### config.mk
export PLATFORM = sky130hd
export DESIGN_NAME = mipi_frame_writer
export DESIGN_NICKNAME = d
export VERILOG_FILES = /design/src/rtl/mipi_frame_writer.sv
export SDC_FILE = /design/constraint.sdc
export NUM_CORES = 1
export LEC_CHECK = 0
export BUFFER_PORTS_ARGS = -buffer_cell sky130_fd_sc_hd__buf_2
export CAP_MARGIN = 10
export CORE_UTILIZATION = 60
export DETAILED_ROUTE_END_ITERATION = 16
export PLACE_DENSITY = 0.81
export SLEW_MARGIN = 20
export SYNTH_ARGS = -nofsm -noshare
export SYNTH_HDL_FRONTEND = slang
export SYNTH_SLANG_ARGS = --single-unit
### constraint.sdc
create_clock -name cam_clk_i -period 6.77 [get_ports cam_clk_i]
set_input_delay 1.354 -clock cam_clk_i [delete_from_list [all_inputs] [get_ports cam_clk_i]]
set_output_delay 1.354 -clock cam_clk_i [all_outputs]
set_load 0.005 [all_outputs]
### src/rtl/mipi_frame_writer.sv
// Camera line/frame writer: turns a sync-framed pixel stream into addressed
// frame-buffer writes through a small first-word-fall-through write buffer.
module mipi_frame_writer #(
  parameter int H_PIXELS   = 960,
  parameter int V_LINES    = 540,
  parameter int ADDR_W     = 20,
  parameter int FIFO_DEPTH = 4
) (
  input  logic              cam_clk_i,
  input  logic              reset_n_i,
  input  logic              vsync_i,
  input  logic              hsync_i,
  input  logic              pix_valid_i,
  input  logic [15:0]       pix_data_i,
  input  logic              line_end_i,
  input  logic              wr_ready_i,
  output logic              wr_en_o,
  output logic [ADDR_W-1:0] wr_addr_o,
  output logic [15:0]       wr_data_o,
  output logic              frame_start_o,
  output logic              frame_done_o,
  output logic [9:0]        line_cnt_o,
  output logic              overflow_o,
  output logic              busy_o
);

  localparam int PTR_W   = (FIFO_DEPTH > 1) ? $clog2(FIFO_DEPTH) : 1;
  localparam int CNT_W   = PTR_W + 1;
  localparam int PIX_W   = $clog2(H_PIXELS + 1);
  localparam int ENTRY_W = ADDR_W + 16;

  localparam logic [PIX_W-1:0]  H_LIM    = PIX_W'(H_PIXELS);
  localparam logic [ADDR_W-1:0] H_STEP   = ADDR_W'(H_PIXELS);
  localparam logic [9:0]        V_LIM    = 10'(V_LINES);
  localparam logic [CNT_W-1:0]  FIFO_MAX = CNT_W'(FIFO_DEPTH);

  localparam logic [1:0] S_IDLE      = 2'd0;
  localparam logic [1:0] S_WAIT_LINE = 2'd1;
  localparam logic [1:0] S_ACTIVE    = 2'd2;
  localparam logic [1:0] S_FLUSH     = 2'd3;

  logic [1:0]        state_q, state_d;
  logic [9:0]        line_cnt_q, line_cnt_d;
  logic [PIX_W-1:0]  pixcnt_q, pixcnt_d;
  logic [ADDR_W-1:0] base_q, base_d;
  logic              frame_start_q, frame_start_d;
  logic              overflow_q, overflow_d;

  logic vsync_q, hsync_q, line_end_q;
  logic vsync_rise, hsync_rise, line_end_rise;

  logic [ENTRY_W-1:0] mem_q [FIFO_DEPTH];
  logic [PTR_W-1:0]   wr_ptr_q, rd_ptr_q;
  logic [CNT_W-1:0]   count_q, count_d;
  logic               fifo_empty, fifo_full;
  logic               push_req, push, pop;
  logic [ADDR_W-1:0]  push_addr;
  logic [ENTRY_W-1:0] head;

  // VSYNC history resets high so a level already present at reset release
  // cannot be mistaken for a new frame.
  always_ff @(posedge cam_clk_i or negedge reset_n_i) begin
    if (!reset_n_i) begin
      vsync_q    <= 1'b1;
      hsync_q    <= 1'b0;
      line_end_q <= 1'b0;
    end else begin
      vsync_q    <= vsync_i;
      hsync_q    <= hsync_i;
      line_end_q <= line_end_i;
    end
  end

  assign vsync_rise    = vsync_i & ~vsync_q;
  assign hsync_rise    = hsync_i & ~hsync_q;
  assign line_end_rise = line_end_i & ~line_end_q;

  assign push_addr = base_q + ADDR_W'(pixcnt_q);

  always_comb begin
    state_d       = state_q;
    line_cnt_d    = line_cnt_q;
    pixcnt_d      = pixcnt_q;
    base_d        = base_q;
    frame_start_d = 1'b0;
    push_req      = 1'b0;
    unique case (state_q)
      S_IDLE: begin
        if (vsync_rise) begin
          state_d       = S_WAIT_LINE;
          line_cnt_d    = '0;
          pixcnt_d      = '0;
          base_d        = '0;
          frame_start_d = 1'b1;
        end
      end
      S_WAIT_LINE: begin
        if (vsync_rise) begin
          state_d       = S_WAIT_LINE;
          line_cnt_d    = '0;
          pixcnt_d      = '0;
          base_d        = '0;
          frame_start_d = 1'b1;
        end else if (hsync_rise) begin
          state_d  = S_ACTIVE;
          pixcnt_d = '0;
        end
      end
      S_ACTIVE: begin
        // The pixel uses the current base even when the line closes this cycle.
        if (pix_valid_i && (pixcnt_q < H_LIM)) begin
          push_req = 1'b1;
          pixcnt_d = pixcnt_q + 1'b1;
        end
        if (line_end_rise) begin
          line_cnt_d = line_cnt_q + 10'd1;
          base_d     = base_q + H_STEP;
          state_d    = ((line_cnt_q + 10'd1) == V_LIM) ? S_FLUSH : S_WAIT_LINE;
        end
      end
      S_FLUSH: begin
        if (fifo_empty) begin
          state_d = S_IDLE;
        end
      end
      default: state_d = S_IDLE;
    endcase
  end

  always_ff @(posedge cam_clk_i or negedge reset_n_i) begin
    if (!reset_n_i) begin
      state_q       <= S_IDLE;
      line_cnt_q    <= '0;
      pixcnt_q      <= '0;
      base_q        <= '0;
      frame_start_q <= 1'b0;
      overflow_q    <= 1'b0;
    end else begin
      state_q       <= state_d;
      line_cnt_q    <= line_cnt_d;
      pixcnt_q      <= pixcnt_d;
      base_q        <= base_d;
      frame_start_q <= frame_start_d;
      overflow_q    <= overflow_d;
    end
  end

  // A full buffer still accepts a pixel when the head leaves in the same cycle.
  assign fifo_empty = (count_q == '0);
  assign fifo_full  = (count_q == FIFO_MAX);
  assign pop        = ~fifo_empty & wr_ready_i;
  assign push       = push_req & (~fifo_full | pop);
  assign overflow_d = overflow_q | (push_req & fifo_full & ~pop);

  always_comb begin
    count_d = count_q;
    unique case ({push, pop})
      2'b10:   count_d = count_q + 1'b1;
      2'b01:   count_d = count_q - 1'b1;
      default: count_d = count_q;
    endcase
  end

  always_ff @(posedge cam_clk_i or negedge reset_n_i) begin
    if (!reset_n_i) begin
      wr_ptr_q <= '0;
      rd_ptr_q <= '0;
      count_q  <= '0;
    end else begin
      count_q <= count_d;
      if (push) begin
        wr_ptr_q <= wr_ptr_q + 1'b1;
      end
      if (pop) begin
        rd_ptr_q <= rd_ptr_q + 1'b1;
      end
    end
  end

  always_ff @(posedge cam_clk_i) begin
    if (push) begin
      mem_q[wr_ptr_q] <= {push_addr, pix_data_i};
    end
  end

  assign head = mem_q[rd_ptr_q];

  // Storage is not reset, so the head is masked to keep outputs at zero when empty.
  assign wr_en_o       = ~fifo_empty;
  assign wr_addr_o     = fifo_empty ? '0 : head[ENTRY_W-1:16];
  assign wr_data_o     = fifo_empty ? '0 : head[15:0];
  assign frame_start_o = frame_start_q;
  assign frame_done_o  = (state_q == S_FLUSH) & fifo_empty;
  assign line_cnt_o    = line_cnt_q;
  assign overflow_o    = overflow_q;
  assign busy_o        = (state_q != S_IDLE);

endmodule

==> results.py <==
metrics = {
    "final_layout": {
        "drive_above_1_share_pct": 27.2,
        "stdcell_area_mm2": 0.00947,
        "layout.cells.most_common": "edfxtp_1",
        "diodes": 0,
        "most-common-layout-cells": "edfxtp_1, buf_2, dfrtp_1",
        "nets": 649,
        "fillerInstances": 877,
        "areaGrowthSynthToFinish_pct": 12.9,
    },
    "synthesis": {
        "synthTopCellsByArea": "edfxtp_1, dfrtp_1, mux4_2",
        "synth.distinct_cells": 65,
        "syn_area_per_cell_um2": 15.4,
        "synth_top_area_cell": "edfxtp_1",
        "synth_nets": 581,
        "postSynthCellCount": 544,
        "async_flop_share_pct": 25.0,
        "synthFlopType": "edfxtp_1",
        "synth_warnings": 0,
        "yosys.area.top_type_share_pct": 51.6,
        "ys_ff_latch": 192,
        "yosysSeqAreaShare_pct": 65.9,
        "synth_edf_count": 144,
        "syn-cell-area_mm2": 0.00839,
    },
    "worst_setup_path": {
        "path_class": "flop to primary output",
        "startpoint_type": "flop",
        "required_ns": 5.42,
        "path_cells": "buf_4 > mux4_2 > and2_1 > buf_2",
        "worstSetupEndpointType": "primary output",
        "slowest_delay_ns": 0.61,
        "crit_arrival_ns": 2.32,
        "crit_fanout": 38,
        "crit_slowest_cell": "mux4_2",
    },
    "timing": {
        "period_share_pct": 54.3,
        "hold_slack_ns": 0.467,
        "fin_skew_ns": 0.00643,
        "period_needed_ns": 3.68,
        "fmax_mhz": 272,
        "slew_headroom_pct": 34.7,
        "finalHoldViolations": 0,
        "drv_slew": 0,
        "worst_pin_slew_ns": 0.979,
        "rsz0062_at_grt": "no",
        "setup_viol": 0,
        "tns_ns": 0,
    },
    "routing": {
        "post-route-drc-count": 0,
        "finalWirelength_um": 15800,
        "viasPerCell": 5.88,
        "post_drt_wl_per_cell_um": 19.7,
        "drt_iter0_drc": 365,
        "ant_nets": 0,
        "route.vias.total": 4708,
        "drtPass1Iterations": 5,
    },
    "clock_network": {
        "cts_root_buffer": "clkbuf_16",
        "cts_made_buffers": 17,
        "cts_tree": "done",
        "postCtsHoldBufs": 0,
        "clk_pin_slew_ns": 0.07,
        "cts_resized": 0,
        "clock_path_buffers": 2,
        "cts_sinks": 192,
        "h-tree-depth": 4,
        "clock_latency_ns": 0.42,
        "postCtsSetupBuffers": 0,
    },
    "place": {
        "io_buffer_count": 73,
        "dp_hpwl_um": 9350,
        "post_dp_cell_area_mm2": 0.00885,
        "place_congestion": 0.765,
    },
    "floorplanning": {
        "die-area_mm2": 0.0145,
        "ioPinCount": 74,
        "core_area_mm2": 0.0135,
        "die-height_um": 120,
        "start_util_pct": 62.3,
        "die_x_um": 120,
        "fp-row-count": 42,
    },
    "power": {
        "cellLeakagePower_nw": 3.53,
        "pwr-share-clk_pct": 28.5,
        "cellPowerDensity_mw_per_mm2": 379,
        "p_int_mw": 2.52,
        "seq_power_share_pct": 42.7,
        "ir_drop_v": 0.000181,
        "switching_power_mw": 1.07,
        "comb_power_share_pct": 28.8,
        "swShare_pct": 29.7,
    },
    "global_routing": {
        "met3_usage_pct": 4.10,
        "gr-total-overflow": 0,
        "use_met2_pct": 41.4,
        "top_usage_layer": "met2",
        "antenna_found_initial": 0,
        "track_usage_pct": 23.6,
        "grt_pass1_vias": 4904,
        "grt_util_met1_pct": 30.0,
        "grt_max_degree": 49,
        "grt_pass1_wl_um": 25500,
    },
    "job": {
        "drv_cap": 0,
    },
    "outcome": {
        "status": "complete, no violations",
    },
    "min_path": {
        "hp-class": "flop to flop",
    },
}
cells in the mapped netlist (2+ instances only):
| library cell | instances |
|---|---|
| mux4_2 | 36 |
| a21oi_1 | 8 |
| nor2_2 | 2 |
| nor2b_1 | 3 |
| nand3_2 | 2 |
| or3_1 | 3 |
| nor3_1 | 6 |
| nor2_1 | 37 |
| buf_6 | 2 |
| inv_1 | 10 |
| and3_1 | 4 |
| buf_2 | 11 |
| nand3b_1 | 3 |
| o21ai_0 | 18 |
| a22oi_1 | 2 |
| and2_1 | 40 |
| o21ai_1 | 3 |
| a31oi_1 | 3 |
| nand2b_1 | 3 |
| buf_4 | 3 |
| xnor2_1 | 28 |
| xor2_1 | 14 |
| nand2_1 | 29 |
| dfrtp_1 | 47 |
| nand4_1 | 6 |
| nand3_1 | 13 |
| a22o_1 | 2 |
| or2_2 | 3 |
| clkbuf_1 | 10 |
| nor4_1 | 3 |
| edfxtp_1 | 144 |
| ha_1 | 13 |
sequential cells by signal, summed over array words and instances (netlist names), 2 cells and up:
signal      flops
pixcnt_q       10
line_cnt_o     10
state_q         2
base_q         14
mem_q         144
count_q         3
wr_ptr_q        2
rd_ptr_q        2
per-layer routing:
layer	vias up	wire length, um
met4	0	147
met1	2400	6640
met2	137	8320
met3	12	639
li1	2159	-
met5	-	0
kinds of logic after synthesis:
family	count (synthesis)	share of synthesized area [%]
fa+ha+maj	14	2.18
buf+inv	38	2.30
simple gates	169	11.1
other cells	1	0.0447
compound gates	51	4.31
mux	37	9.79
flops	192	65.9
xor+xnor	42	4.39
path summary, 6_finish.rpt:
kind	from	end	slack, ns	depth (start not counted)
min reg2reg	overflow_o$_DFF_PN0_	overflow_o$_DFF_PN0_	0.47	1
min	overflow_o$_DFF_PN0_	overflow_o$_DFF_PN0_	0.47	1
max reg2reg	count_q[0]$_DFFE_PN0P_	count_q[1]$_DFFE_PN0P_	4.18	9
max in group asynchronous	reset_n_i	rd_ptr_q[0]$_DFFE_PN0P_	5.28	2
min in group asynchronous	reset_n_i	line_cnt_o[0]$_DFFE_PN0P_	1.03	2
max	rd_ptr_q[0]$_DFFE_PN0P_	wr_addr_o[6]	3.09	4
metrics by stage:
stage          worst slack [ns]  utilization (%)  std cells  power (mW)
6_report                   3.09             70.4        801        3.58
3_5_place_dp               3.31             65.8        769        2.59
5_1_grt                    2.93             70.4        801        3.77
3_3_place_gp               3.40             65.8        769        2.54
2_1_floorplan              3.50                -        544        2.25
4_1_cts                    3.03             70.3        801        3.61
area by class of cell:
type	instances	area [um2]	area share, %
sequential	192	5530	58.4
multi-input combinational	314	2680	28.3
tap	176	220	2.33
clock buffer	17	425	4.49
clock inverter	15	184	1.94
timing repair buffer	77	395	4.18
inverter	10	37.5	0.396
power by group through the flow:
stage	registers (mW)	clock network [mW]	logic [mW]
after floorplan	1.50	0	0.743
after global placement	1.54	0	1.00
after detailed placement	1.55	0	1.04
after CTS	1.53	1.04	1.05
after global routing	1.55	1.08	1.14
final	1.53	1.02	1.03
worst max-delay path: cells and delay by family, from the launching register on:
kind                   cells  cell delay (ns)
buffers and inverters      2             0.72
and+or+nand+nor            1             0.20
DFF                        1             0.36
muxes                      1             0.61
Power figures use the tool's default switching activity.
